$ cat config.mk
export PLATFORM = sky130hd
export DESIGN_NAME = uart_prog_loader
export DESIGN_NICKNAME = d
export VERILOG_FILES = /design/src/rtl/uart_prog_loader.sv
export SDC_FILE = /design/constraint.sdc
export NUM_CORES = 1
export LEC_CHECK = 0
export BUFFER_PORTS_ARGS = -buffer_cell sky130_fd_sc_hd__buf_4
export CORE_UTILIZATION = 45
export CTS_CLUSTER_SIZE = 40
export DETAILED_ROUTE_END_ITERATION = 7
export GPL_TIMING_DRIVEN = 0
export PLACE_DENSITY = 0.63
export RECOVER_POWER = 50
export SYNTH_ARGS = -nofsm -noshare
export SYNTH_HDL_FRONTEND = slang
export SYNTH_SLANG_ARGS = --single-unit
$ cat constraint.sdc
create_clock -name clock -period 3.1 [get_ports clock]
set_clock_uncertainty 0.05 [all_clocks]
set_input_delay 0.155 -clock clock [delete_from_list [all_inputs] [get_ports clock]]
set_output_delay 0.155 -clock clock [all_outputs]
set_load 0.01 [all_outputs]
$ cat src/rtl/uart_prog_loader.sv
// UART 8N1 program/data loader driving the ROM/RAM upgrade write bus.
// Define UART_LOADER_CSUM_EN to require a per-region XOR checksum byte.
module uart_prog_loader #(
  parameter int CLK_HZ = 10_000_000,
  parameter int BAUD   = 128_000,
  parameter int ADDR_W = 14
) (
  input  logic              clock,
  input  logic              rst,
  input  logic              rx,
  output logic              upg_wen_o,
  output logic [ADDR_W:0]   upg_adr_o,
  output logic [31:0]       upg_dat_o,
  output logic              upg_done_o,
  output logic              busy_o,
  output logic              err_o
);

  localparam int CLKS_PER_BIT = CLK_HZ / BAUD;
  localparam int HALF_BIT     = CLKS_PER_BIT / 2;
  localparam int CNT_W        = $clog2(CLKS_PER_BIT);
  localparam int N_W          = ADDR_W + 1;
  localparam int unsigned REGION_WORDS = 32'd1 << ADDR_W;

  // ---------------- receiver ----------------
  typedef enum logic [2:0] {RX_IDLE, RX_START, RX_DATA, RX_STOP, RX_WAIT_HIGH} rx_state_t;

  rx_state_t         rx_state_reg, rx_state_next;
  logic              rx_meta_reg, rx_sync_reg;
  logic [CNT_W-1:0]  clk_cnt_reg, clk_cnt_next;
  logic [2:0]        bit_cnt_reg, bit_cnt_next;
  logic [7:0]        rx_shift_reg, rx_shift_next;
  logic              byte_vld_reg, byte_vld_next;
  logic              frame_err;

  always_ff @(posedge clock) begin
    if (rst) begin
      rx_meta_reg  <= 1'b1;
      rx_sync_reg  <= 1'b1;
      rx_state_reg <= RX_IDLE;
      clk_cnt_reg  <= '0;
      bit_cnt_reg  <= '0;
      rx_shift_reg <= '0;
      byte_vld_reg <= 1'b0;
    end else begin
      rx_meta_reg  <= rx;
      rx_sync_reg  <= rx_meta_reg;
      rx_state_reg <= rx_state_next;
      clk_cnt_reg  <= clk_cnt_next;
      bit_cnt_reg  <= bit_cnt_next;
      rx_shift_reg <= rx_shift_next;
      byte_vld_reg <= byte_vld_next;
    end
  end

  always_comb begin
    rx_state_next = rx_state_reg;
    clk_cnt_next  = clk_cnt_reg + CNT_W'(1);
    bit_cnt_next  = bit_cnt_reg;
    rx_shift_next = rx_shift_reg;
    byte_vld_next = 1'b0;
    frame_err     = 1'b0;
    case (rx_state_reg)
      RX_IDLE: begin
        clk_cnt_next = '0;
        if (!rx_sync_reg) rx_state_next = RX_START;
      end
      RX_START: begin
        if (clk_cnt_reg == CNT_W'(HALF_BIT - 1)) begin
          clk_cnt_next = '0;
          bit_cnt_next = '0;
          rx_state_next = rx_sync_reg ? RX_IDLE : RX_DATA;
        end
      end
      RX_DATA: begin
        if (clk_cnt_reg == CNT_W'(CLKS_PER_BIT - 1)) begin
          clk_cnt_next  = '0;
          rx_shift_next = {rx_sync_reg, rx_shift_reg[7:1]};
          bit_cnt_next  = bit_cnt_reg + 3'd1;
          if (bit_cnt_reg == 3'd7) rx_state_next = RX_STOP;
        end
      end
      RX_STOP: begin
        // Returning to IDLE at mid-stop leaves half a bit to catch a back-to-back start.
        if (clk_cnt_reg == CNT_W'(CLKS_PER_BIT - 1)) begin
          clk_cnt_next = '0;
          if (rx_sync_reg) begin
            byte_vld_next = 1'b1;
            rx_state_next = RX_IDLE;
          end else begin
            frame_err     = 1'b1;
            rx_state_next = RX_WAIT_HIGH;
          end
        end
      end
      RX_WAIT_HIGH: begin
        clk_cnt_next = '0;
        if (rx_sync_reg) rx_state_next = RX_IDLE;
      end
      default: rx_state_next = RX_IDLE;
    endcase
  end

  // ---------------- command parser ----------------
`ifdef UART_LOADER_CSUM_EN
  typedef enum logic [2:0] {P_CMD, P_CNT_LO, P_CNT_HI, P_DATA, P_CSUM, P_DONE} p_state_t;
  logic [7:0] csum_reg, csum_next;
`else
  typedef enum logic [2:0] {P_CMD, P_CNT_LO, P_CNT_HI, P_DATA, P_DONE} p_state_t;
`endif

  p_state_t          p_state_reg, p_state_next;
  logic              region_reg, region_next;
  logic [7:0]        cnt_lo_reg, cnt_lo_next;
  logic [N_W-1:0]    n_words_reg, n_words_next;
  logic [ADDR_W-1:0] addr_reg, addr_next;
  logic [23:0]       word_reg, word_next;
  logic [1:0]        byte_idx_reg, byte_idx_next;
  logic              wen_reg, wen_next;
  logic [ADDR_W:0]   adr_reg, adr_next;
  logic [31:0]       dat_reg, dat_next;
  logic              done_reg, done_next;
  logic              busy_reg, busy_next;
  logic              err_reg, err_next;
  logic [15:0]       n_raw;
  logic              last_word;

  assign n_raw     = {rx_shift_reg, cnt_lo_reg};
  assign last_word = ({1'b0, addr_reg} == (n_words_reg - N_W'(1)));

  always_ff @(posedge clock) begin
    if (rst) begin
      p_state_reg  <= P_CMD;
      region_reg   <= 1'b0;
      cnt_lo_reg   <= '0;
      n_words_reg  <= '0;
      addr_reg     <= '0;
      word_reg     <= '0;
      byte_idx_reg <= '0;
      wen_reg      <= 1'b0;
      adr_reg      <= '0;
      dat_reg      <= '0;
      done_reg     <= 1'b0;
      busy_reg     <= 1'b0;
      err_reg      <= 1'b0;
`ifdef UART_LOADER_CSUM_EN
      csum_reg     <= '0;
`endif
    end else begin
      p_state_reg  <= p_state_next;
      region_reg   <= region_next;
      cnt_lo_reg   <= cnt_lo_next;
      n_words_reg  <= n_words_next;
      addr_reg     <= addr_next;
      word_reg     <= word_next;
      byte_idx_reg <= byte_idx_next;
      wen_reg      <= wen_next;
      adr_reg      <= adr_next;
      dat_reg      <= dat_next;
      done_reg     <= done_next;
      busy_reg     <= busy_next;
      err_reg      <= err_next;
`ifdef UART_LOADER_CSUM_EN
      csum_reg     <= csum_next;
`endif
    end
  end

  always_comb begin
    p_state_next  = p_state_reg;
    region_next   = region_reg;
    cnt_lo_next   = cnt_lo_reg;
    n_words_next  = n_words_reg;
    addr_next     = addr_reg;
    word_next     = word_reg;
    byte_idx_next = byte_idx_reg;
    wen_next      = 1'b0;
    adr_next      = adr_reg;
    dat_next      = dat_reg;
    done_next     = done_reg;
    busy_next     = busy_reg;
    err_next      = err_reg | frame_err;
`ifdef UART_LOADER_CSUM_EN
    csum_next     = csum_reg;
`endif
    if (byte_vld_reg) begin
      case (p_state_reg)
        P_CMD: begin
          case (rx_shift_reg)
            8'h52:   begin region_next = 1'b0; p_state_next = P_CNT_LO; end
            8'h44:   begin region_next = 1'b1; p_state_next = P_CNT_LO; end
            8'h45:   begin done_next = 1'b1;   p_state_next = P_DONE;   end
            default: err_next = 1'b1;
          endcase
        end
        P_CNT_LO: begin
          cnt_lo_next  = rx_shift_reg;
          p_state_next = P_CNT_HI;
        end
        P_CNT_HI: begin
          // Zero or oversize counts fill the whole region.
          if (n_raw == 16'd0 || 32'(n_raw) > REGION_WORDS)
            n_words_next = N_W'(REGION_WORDS);
          else
            n_words_next = N_W'(n_raw);
          addr_next     = '0;
          byte_idx_next = '0;
          busy_next     = 1'b1;
`ifdef UART_LOADER_CSUM_EN
          csum_next     = '0;
`endif
          p_state_next  = P_DATA;
        end
        P_DATA: begin
          word_next     = {rx_shift_reg, word_reg[23:8]};
          byte_idx_next = byte_idx_reg + 2'd1;
`ifdef UART_LOADER_CSUM_EN
          csum_next     = csum_reg ^ rx_shift_reg;
`endif
          if (byte_idx_reg == 2'd3) begin
            wen_next = 1'b1;
            adr_next = {region_reg, addr_reg};
            dat_next = {rx_shift_reg, word_reg};
            if (last_word) begin
`ifdef UART_LOADER_CSUM_EN
              p_state_next = P_CSUM;
`else
              busy_next    = 1'b0;
              p_state_next = P_CMD;
`endif
            end else begin
              addr_next = addr_reg + ADDR_W'(1);
            end
          end
        end
`ifdef UART_LOADER_CSUM_EN
        P_CSUM: begin
          if (rx_shift_reg != csum_reg) err_next = 1'b1;
          busy_next    = 1'b0;
          p_state_next = P_CMD;
        end
`endif
        P_DONE: p_state_next = P_DONE;
        default: p_state_next = P_CMD;
      endcase
    end
  end

  assign upg_wen_o  = wen_reg;
  assign upg_adr_o  = adr_reg;
  assign upg_dat_o  = dat_reg;
  assign upg_done_o = done_reg;
  assign busy_o     = busy_reg;
  assign err_o      = err_reg;

endmodule
==> results of run 1 <==
-- layout make-up --
| type | count | area (sq um) | share of cell area (%) |
|---|---|---|---|
| repair buffers | 53 | 209 | 2.92 |
| clock inverters | 8 | 80.1 | 1.12 |
| clock buffers | 24 | 502 | 7.02 |
| well taps | 176 | 220 | 3.08 |
| plain buffers | 55 | 221 | 3.10 |
| multi-input cells | 540 | 3040 | 42.6 |
| flip-flops and latches | 142 | 2840 | 39.8 |
| inverters | 8 | 30.0 | 0.420 |
-- cell families after synthesis --
| kind of cell | count (synthesis) | share of synthesized area, % |
|---|---|---|
| AND/OR/NAND/NOR | 340 | 25.9 |
| AO/OA/AOI/OAI | 148 | 15.1 |
| flip-flops | 142 | 46.5 |
| buffers and inverters | 63 | 4.11 |
| XOR/XNOR | 22 | 3.15 |
| multiplexers | 22 | 3.60 |
| adder cells (fa/ha/maj) | 8 | 1.64 |
-- routing by layer --
metal  GRT usage, %  vias to the layer above
met5              0                        -
met4           12.5                        0
met3           4.34                       38
met2           37.6                      128
met1           28.2                     2623
li1               -                     2716
-- worst max-delay path by stage --
| stage | from | end |
|---|---|---|
| after floorplan | n_words_reg[0] | addr_reg[9] |
| after global placement | n_words_reg[0] | addr_reg[9] |
| after detailed placement | n_words_reg[0] | addr_reg[9] |
| after CTS | n_words_reg[0] | addr_reg[9] |
| after global routing | n_words_reg[0] | addr_reg[7] |
| final | n_words_reg[0] | addr_reg[9] |
-- per-stage QoR --
step	cell area [sq um]	power, mW	setup slack, ns	hold slack, ns	instances
after floorplan	6120	1.90	0.523	0.209	745
after global placement	6730	1.92	0.251	0.292	973
after detailed placement	6730	1.92	0.166	0.295	973
after CTS	7320	3.87	0.126	0.366	1006
after global routing	7150	3.96	0.0122	0.373	1006
final	7150	3.86	0.193	0.364	1006
-- synth_stat cells, types with 5 or more instances --
cell type  number  area [sq um]
and3_1          8          50.1
xnor2_1        14           123
nor4b_1         5          43.8
inv_1           8          30.0
nor4_1          8          50.1
nand4_1        13          81.3
dfxtp_1       142          2840
or3_1           9          56.3
a21oi_1        89           445
o21ai_0        10          50.1
nor3_1         13          65.1
nand2b_1        9          56.3
ha_1            8           100
nand2_1       172           646
a22o_1         12           105
nand3_1        12          60.1
or2_2           7          43.8
buf_2           5          25.0
mux2i_1        22           220
xor2_1          8          70.1
clkbuf_1       43           161
nor2b_1         5          31.3
nor2_1         59           221
-- repair_timing --
| action | in CTS | in global routing |
|---|---|---|
| endpoints found under the setup margin | 0 | 12 |
| endpoints found under the hold margin | 1 | 0 |
| resized for setup | 0 | 3 |
| hold buffers | 1 | 0 |
-- power by group through the flow --
| stage | sequential [mW] | clock (mW) | combinational [mW] |
|---|---|---|---|
| after floorplan | 1.87 | 0 | 0.0321 |
| after global placement | 1.87 | 0 | 0.0470 |
| after detailed placement | 1.87 | 0 | 0.0480 |
| after CTS | 1.83 | 2.00 | 0.0492 |
| after global routing | 1.83 | 2.08 | 0.0538 |
| final | 1.83 | 1.98 | 0.0491 |
-- worst max-delay path, delay by kind of cell (launching register included) --
| kind | cells | cell delay (ns) |
|---|---|---|
| adder cells (fa/ha/maj) | 1 | 0.29 |
| AND/OR/NAND/NOR | 2 | 0.78 |
| buffers and inverters | 2 | 0.28 |
| flip-flops | 1 | 0.35 |
| AO/OA/AOI/OAI | 5 | 1.02 |
==> out/metrics.yaml, run 1 <==
timing:
  relSlewSlack_pct: 47.9
  setup_viol: 0
  max_freq_mhz: 344
  rsz0062_at_grt: "no"
  drv_slew: 0
  final-hold-violation-count: 0
  fin_setup_tns_ns: 0
  worstMarginPinSlew_ns: 0.775
  fin_crit_ns: 2.91
  post-route-period-util_pct: 93.8
route:
  drt_wl_total_um: 15600
  via_per_inst: 5.47
  first_iter_violations: 322
  top_layer: "met4"
  dr_total_vias: 5505
  drc: 0
  drtPass1Iterations: 5
  wl_per_cell_um: 15.5
  wl_met3_um: 680
  drt-met1-wl_um: 7060
  met2_length_um: 7430
  drtAntennaViolNets: 0
finish:
  num-fill-cells: 1324
  layout_commonest_cell: "nand2_1"
  antenna_cells: 0
  area_growth_pct: 16.8
  drive_above_1_share_pct: 7.11
  final_cell_mix: "172 x nand2_1, 142 x dfxtp_1, 97 x clkbuf_1"
  finish.utilization_pct: 54.0
  largest_reg_flops: 32
  final_nets: 828
global_route:
  first_global_vias: 5274
  grt-ovfl-total: 0
  grt_usage_pct: 22.9
  grt_pass1_wl_um: 25500
  antenna_found_initial: 0
  grt_max_degree: 17
clocking:
  cts.sinks: 142
  cts_tree: "yes"
  numCtsBuffers: 17
  clkSlewWorstSetupHoldPaths_ns: 0.06
  htree_levels: 4
  post-cts-setup-buffer-count: 0
  clkLatencyLatePin_ns: 0.43
  cts_buffer_depth: 2
  root_buffer: "clkbuf_16"
power_and_ir_drop:
  power_frac_comb_pct: 1.3
  switching_share_pct: 21.0
  irDropWorstVdd_v: 0.000390
  p_int_mw: 3.05
  power.density_nw_per_um2: 540
  pwr-share-seq_pct: 47.4
  leakagePower_nw: 2.52
  p_sw_mw: 0.812
  power_frac_clock_pct: 51.4
placed_design:
  gp_congestion: 0.851
  portBuffers: 52
  hpwl_um: 11200
die:
  rows: 42
  fp.coreArea_sq_um: 13200
  die_h_um: 119
  io_pins: 54
  die_w_um: 119
  die-area_sq_um: 14100
  start_util_pct: 46.2
critical_path:
  r2r_slack_ns: 0.19
  crit_chain: "inv_1, ha_1, or3b_2, o311a_1, o21ai_1, a22oi_1, and4_1, buf_4, o311ai_0, o41ai_1"
  cp.required_ns: 3.35
  r2r_end: "addr_reg[9]"
  r2r-start: "n_words_reg[0]"
  crit_fanout: 10
  critPathCaptureType: "flop"
  startpoint_type: "flop"
  critPathKind: "reg2reg"
  cpPeakStageDelay_ns: 0.54
  critPathSlowestCell: "or3b_2"
  worst-r2r-cell-count: 10
  cp_data_arrival_time_ns: 3.15
logic_synthesis:
  syn_area_sq_um: 6120
  synth_top_flop_cell: "dfxtp_1"
  synth-async-reset-ratio_pct: 0
  synth_warnings: 0
  synth-edff-count: 0
  avgSynthCellArea_sq_um: 8.21
  ys_seq_area_share_pct: 46.5
  synth_nets: 756
  synthCells: 745
  yosys_register_bits: 142
  synth_cell_types: 63
job:
  drv_cap: 0
hold_path:
  hold_depth: 1
  worstHoldStart: "rx_meta_reg"
  worstHoldEndpoint: "rx_sync_reg"
  min_path_type: "reg2reg"
status:
  outcome: "finished, final reports clean"
No activity file was read; power rests on OpenSTA's default activity.
==> inputs of run 2 (changes only) <==
--- a/config.mk
+++ b/config.mk
@@ -5,6 +5,7 @@
 export SDC_FILE = /design/constraint.sdc
 export NUM_CORES = 1
 export LEC_CHECK = 0
+export ABC_AREA = 1
 export BUFFER_PORTS_ARGS = -buffer_cell sky130_fd_sc_hd__buf_4
 export CORE_UTILIZATION = 45
 export CTS_CLUSTER_SIZE = 40
==> out/metrics.yaml, run 2 <==
status:
  outcome: "finished, final reports clean"
timing:
  relSlewSlack_pct: 54.0  # +6.1 points
  worstMarginPinSlew_ns: 0.686  # -0.0892 ns
  final-hold-violation-count: 0  # unchanged
  drv_slew: 0  # unchanged
  fin_setup_tns_ns: 0  # unchanged
  fin_crit_ns: 2.55  # -0.356 ns
  post-route-period-util_pct: 82.3  # -11 points
  max_freq_mhz: 392  # +14%
  setup_viol: 0  # unchanged
  rsz0062_at_grt: "no"
clocking:
  numCtsBuffers: 17  # unchanged
  htree_levels: 4  # unchanged
  root_buffer: "clkbuf_16"
  cts_tree: "yes"
  cts_buffer_depth: 2  # unchanged
  post_cts_resize_count: 0  # unchanged
  clkLatencyLatePin_ns: 0.42  # about the same
  cts.sinks: 142  # unchanged
  clkSlewWorstSetupHoldPaths_ns: 0.07  # about the same
route:
  dr_total_vias: 5643  # +2.5%
  via_per_inst: 5.14  # -6.1%
  drtPass1Iterations: 5  # unchanged
  drtAntennaViolNets: 0  # unchanged
  drt_wl_total_um: 15900  # +2.2%
  first_iter_violations: 426  # +32%
  wl_per_cell_um: 14.5  # -6.3%
  drc: 0  # unchanged
logic_synthesis:
  synth-edff-count: 0  # unchanged
  ys_seq_area_share_pct: 46.1  # -0.31 points
  yosysMostFrequentCell: "dfxtp_1"
  synthCells: 837  # +12%
  netlist_top_cells_count: "142 x dfxtp_1, 128 x nor2_1, 112 x nand2_1"
  synth-async-reset-ratio_pct: 0  # unchanged
  synth_top_area_share_pct: 46.1  # -0.31 points
  avgSynthCellArea_sq_um: 7.36  # -10%
  syn_area_sq_um: 6160  # +0.67%
  synth_area_leader_cell: "dfxtp_1"
  synth_cell_types: 35  # -44%
  yosys_register_bits: 142  # unchanged
  synth_top_flop_cell: "dfxtp_1"
  synth_nets: 848  # +12%
  yosys-top-cells-area: "dfxtp_1 46%, o21ai_0 8.2%, nor2_1 7.8%, nand2_1 6.8%, a21oi_1 6.3%"
  synth_warnings: 0  # unchanged
critical_path:
  cp.required_ns: 3.37  # +0.02 ns
  worst-r2r-cell-count: 11  # +1
  cp-endpoint: "upg_dat_o[0]"
  critPathKind: "reg2reg"
  crit_fanout: 10  # unchanged
  r2r-start: "p_state_reg[0]"
  crit_start: "p_state_reg[0]"
  cp_data_arrival_time_ns: 2.82  # -0.33 ns
  r2r_slack_ns: 0.55  # +0.36 ns
  startpoint_type: "flop"
  critPathCaptureType: "flop"
  r2r_end: "upg_dat_o[0]"
finish:
  largest_reg_flops: 32  # unchanged
  final_cell_mix: "142 x dfxtp_1, 129 x nor2_1, 113 x nand2_1"
  final_nets: 920  # +11%
  layout_commonest_cell: "dfxtp_1"
  drive_above_1_share_pct: 7.05  # -0.059 points
  num-fill-cells: 1347  # +1.7%
  area_growth_pct: 16.2
  antenna_cells: 0  # unchanged
die:
  fp.coreArea_sq_um: 13300  # +0.40%
  die_h_um: 119  # +0.33%
  rows: 42  # unchanged
  io_pins: 54  # unchanged
  die_w_um: 119  # +0.33%
  die-area_sq_um: 14200  # +0.67%
  start_util_pct: 46.3  # +0.13 points
placed_design:
  hpwl_um: 11600  # +3.6%
  gp_congestion: 0.840  # -1.3%
  portBuffers: 52  # unchanged
global_route:
  grt_usage_pct: 23.8  # +0.93 points
  first_global_vias: 5242  # -0.61%
  grt_pass1_wl_um: 26400  # +3.6%
  grt_max_degree: 17  # unchanged
  antenna_found_initial: 0  # unchanged
  grt-ovfl-total: 0  # unchanged
hold_path:
  min_path_type: "in2reg"
power_and_ir_drop:
  leakagePower_nw: 3.00  # +19%
  power.total_mw: 4.08  # +5.7%
  power.density_nw_per_um2: 570  # +5.5%
  irDropWorstVdd_v: 0.000374  # -4.3%
job:
  drv_cap: 0  # unchanged
[run 2: changes by cell type after synthesis, moves of 9 or more]
cell	previous run	this run
a22o_1	12	0
o22ai_1	1	10
inv_1	8	85
nand3_1	12	55
xor2_1	8	19
nand2b_1	9	0
nand2_1	172	112
or3_1	9	0
a21oi_1	89	78
clkbuf_1	43	22
mux2i_1	22	0
nor2_1	59	128
o21ai_0	10	101
[run 2: how the worst min path moves through the flow]
stage | start | to | slack [ns] | depth (start not counted)
after floorplan | rx | rx_meta_reg | 0.21 | 1
after global placement | rx | rx_meta_reg | 0.29 | 2
after detailed placement | rx | rx_meta_reg | 0.30 | 2
after CTS | rst | bit_cnt_reg[1] | 0.14 | 2
after global routing | rst | bit_cnt_reg[1] | 0.16 | 2
final | rst | bit_cnt_reg[1] | 0.13 | 2
[run 2: area by class of cell]
cell class | count | area, sq um | share of cell area (%)
buffer | 38 | 164 | 2.29
clock buffer | 18 | 429 | 6.00
clock inverter | 14 | 149 | 2.08
inverter | 89 | 334 | 4.67
multi-input combinational | 568 | 2810 | 39.3
sequential | 142 | 2840 | 39.7
tap | 176 | 220 | 3.08
timing repair buffer | 53 | 209 | 2.92
[run 2: cell families after synthesis]
logic type	share of synthesized area, %
and+or+nand+nor	23.6
adders and majority gates	1.62
DFF	46.1
xor gates and xnor gates	3.70
buffers and inverters	8.08
AOI/OAI and AO/OA	16.9
[run 2: power breakdown]
| part | leakage [nW] | internal, mW | switching [mW] | total (mW) |
|---|---|---|---|---|
| registers | 1.14 | 1.85 | 0.0210 | 1.87 |
| clock network | 0.278 | 1.13 | 0.866 | 2.00 |
| logic | 1.57 | 0.0639 | 0.146 | 0.210 |
[run 2: critical path, cell delays in order, from the launching register on]
cell	delay [ns]
dfxtp_1	0.35
inv_1	0.06
nor2_1	0.12
nand2_1	0.19
nor2_1	0.37
inv_1	0.26
nor2_2	0.22
inv_1	0.08
buf_2	0.19
clkbuf_1	0.29
nor2_1	0.20
nor2_1	0.06
[run 2: routing by layer]
layer	up-vias	track usage, %	wire [um]
met2	133	38.0	7440
met4	0	8.31	255
met5	-	0	0
met3	23	5.22	596
met1	2597	31.7	7630
li1	2890	-	-
[run 2: metrics by stage]
step           setup WS [ns]  cell area [sq um]  utilization [%]  instances  hold WS [ns]
3_3_place_gp           0.724               6770             50.9       1065         0.290
5_1_grt                0.278               7160             53.8       1098         0.156
4_1_cts                0.668               7360             55.4       1098         0.139
2_1_floorplan           1.17               6160                -        837         0.209
6_report               0.550               7160             53.8       1098         0.135
3_5_place_dp           0.705               6770             50.9       1065         0.296
[run 2: what timing repair did]
item	4_1_cts	5_1_grt
buffers inserted	0	0
hold endpoints to repair	1	0
hold buffers	1	0
==> inputs of run 3 (changes only) <==
--- a/config.mk
+++ b/config.mk
@@ -11,7 +11,7 @@
 export CTS_CLUSTER_SIZE = 40
 export DETAILED_ROUTE_END_ITERATION = 7
 export GPL_TIMING_DRIVEN = 0
-export PLACE_DENSITY = 0.63
+export PLACE_DENSITY = 0.65
 export RECOVER_POWER = 50
 export SYNTH_ARGS = -nofsm -noshare
 export SYNTH_HDL_FRONTEND = slang
==> constraint.sdc (replaced) <==
create_clock -name clock -period 2.2 [get_ports clock]
set_clock_uncertainty 0.05 [all_clocks]
set_input_delay 0.11 -clock clock [delete_from_list [all_inputs] [get_ports clock]]
set_output_delay 0.11 -clock clock [all_outputs]
set_load 0.01 [all_outputs]
==> out/metrics.yaml, run 3 (synthesis results as in run 2) <==
global_route:
  grt-ovfl-total: 0  # unchanged
  antenna_found_initial: 0  # unchanged
  grt_max_degree: 17  # unchanged
  first_global_vias: 5298  # +1.1%
  grt_pass1_wl_um: 26200  # -0.91%
  grt_usage_pct: 23.4  # -0.40 points
placed_design:
  portBuffers: 52  # unchanged
  place_ws_ns: -0.181  # -0.886 ns
  dp.cells: 1065  # unchanged
  gp_congestion: 0.872  # +3.8%
  place_area_sq_um: 6770  # unchanged
  hpwl_um: 11500  # -1.3%
critical_path:
  crit_top_cell: "nand2_1"
  critPathKind: "reg2reg"
  cp_top_family: "simple AND/OR/NAND/NOR gates"
  r2r_end: "addr_reg[11]"
  cp_data_arrival_time_ns: 2.37  # -0.45 ns
  crit_fanout: 8  # -2
  crit_buf_inv: 4  # -1
  startpoint_type: "flop"
  worst-r2r-cell-count: 17  # +6
  critPathCaptureType: "flop"
  crit_chain: "inv_4, ha_4, inv_2, nand2_2, nand2_1, nand2_1, nand2_1, inv_1, nand4_1, nor2_2, nand3_2, nand2_4, nand2_8, nand2_8, clkbuf_16, nand2_1, a21oi_1"
  r2r-start: "n_words_reg[0]"
  r2r_slack_ns: 0.13  # -0.42 ns
  cpPeakStageDelay_ns: 0.33  # -0.04 ns
  cp.required_ns: 2.50  # -0.87 ns
  critPathSlowestCell: "dfxtp_2"
power_and_ir_drop:
  irDropWorstVdd_v: 0.000577  # +54%
  power_frac_clock_pct: 48.2  # -0.8 points
  p_sw_mw: 1.40  # +35%
  power.density_nw_per_um2: 763  # +34%
  switching_share_pct: 24.7  # -0.63 points
  power.total_mw: 5.67  # +39%
  power_frac_comb_pct: 5.2  # about the same
  p_int_mw: 4.27  # +40%
  leakagePower_nw: 3.07  # +2.4%
  pwr-share-seq_pct: 46.5  # +0.7 points
route:
  drtAntennaViolNets: 0  # unchanged
  first_iter_violations: 390  # -8.5%
  drc: 0  # unchanged
  via_per_inst: 5.16  # +0.38%
  dr_total_vias: 5721  # +1.4%
  drtPass1Iterations: 6  # +1
  wl_per_cell_um: 14.7  # +0.98%
  drt_wl_total_um: 16200  # +2.0%
clocking:
  root_buffer: "clkbuf_16"
  cts_buffer_depth: 2  # unchanged
  clkLatencyLatePin_ns: 0.42  # about the same
  cts.sinks: 142  # unchanged
  clkSlewWorstSetupHoldPaths_ns: 0.07  # about the same
  htree_levels: 4  # unchanged
  cts_tree: "yes"
  numCtsBuffers: 17  # unchanged
die:
  fp.coreArea_sq_um: 13300  # unchanged
  rows: 42  # unchanged
  start_util_pct: 46.3  # unchanged
  die-area_sq_um: 14200  # unchanged
  io_pins: 54  # unchanged
  die_h_um: 119  # unchanged
  die_w_um: 119  # unchanged
job:
  drv_cap: 0  # unchanged
timing:
  final-hold-violation-count: 0  # unchanged
  drv_slew: 0  # unchanged
  setup_ws_ns: 0.128  # -0.422 ns
  post-route-period-util_pct: 94.2  # +12 points
  relSlewSlack_pct: 53.3  # -0.76 points
  setup_viol: 0  # unchanged
  worstMarginPinSlew_ns: 0.701  # +0.0155 ns
  fin_crit_ns: 2.07  # -0.478 ns
  max_freq_mhz: 483  # +23%
hold_path:
  min_path_type: "in2reg"
  worstHoldEndpoint: "bit_cnt_reg[1]"
  worstHoldStart: "rst"
  hold_depth: 2  # unchanged
finish:
  multi_input_area_sq_um: 2930  # +4.4%
  drive_above_1_share_pct: 11.7  # +4.6 points
  layout_commonest_cell: "dfxtp_1"
  num-fill-cells: 1308  # -2.9%
  final_cell_mix: "139 x dfxtp_1, 122 x nor2_1, 109 x nand2_1"
  final_nets: 931  # +1.2%
  stdcell_count: 1109  # +1.0%
  largest_reg_flops: 32  # unchanged
  regArea_sq_um: 2850  # +0.13%
  antenna_cells: 0  # unchanged
  final_area_sq_um: 7430  # +3.8%
  area_growth_pct: 20.6
status:
  outcome: "finished, final reports clean"
[run 3: worst max-delay path by stage]
stage | slack (ns) | endpoint | startpoint | cells past startpoint
6_report | 0.13 | addr_reg[11] | n_words_reg[0] | 17
5_1_grt | -0.05 | addr_reg[7] | n_words_reg[1] | 17
4_1_cts | 0.02 | addr_reg[1] | n_words_reg[0] | 12
3_5_place_dp | -0.18 | addr_reg[7] | byte_idx_reg[0] | 7
3_3_place_gp | -0.19 | addr_reg[10] | byte_idx_reg[0] | 7
2_1_floorplan | 0.27 | addr_reg[0] | n_words_reg[0] | 13
[run 3: metrics by stage]
stage	util, %	hold slack, ns	TNS, ns
3_3_place_gp	50.9	0.244	-1.79
2_1_floorplan	-	0.164	0
5_1_grt	55.9	0.113	-0.196
6_report	55.9	0.0949	0
3_5_place_dp	50.9	0.249	-1.74
4_1_cts	55.4	0.0919	0
[run 3: repair_timing]
item	CTS	global route
setup endpoints to repair	13	60
buffers inserted	0	10
hold endpoints to repair	1	0
gates resized for setup	6	42
pin swaps	0	12
hold buffers	1	0
cloned	0	2
[run 3: final cells by class]
type | count | area share, %
Clock buffer | 18 | 5.78
Timing Repair Buffer | 65 | 4.67
Tap cell | 176 | 2.96
Inverter | 89 | 4.53
Buffer | 37 | 2.44
Sequential cell | 142 | 38.3
Clock inverter | 14 | 1.80
Multi-Input combinational cell | 568 | 39.5
[run 3: power by group through the flow]
stage / Combinational (mW) / Sequential, mW / Clock, mW
5_1_grt: 0.355 / 2.64 / 2.86
3_5_place_dp: 0.292 / 2.69 / 0
2_1_floorplan: 0.220 / 2.68 / 0
4_1_cts: 0.295 / 2.63 / 2.76
3_3_place_gp: 0.286 / 2.69 / 0
6_report: 0.297 / 2.64 / 2.73
[run 3: routing by layer]
metal	up-vias	GRT usage (%)	routed length (um)
met1	2646	30.6	7530
met4	0	11.2	552
met3	35	4.45	650
met5	-	0	0
li1	2899	-	-
met2	141	37.1	7520
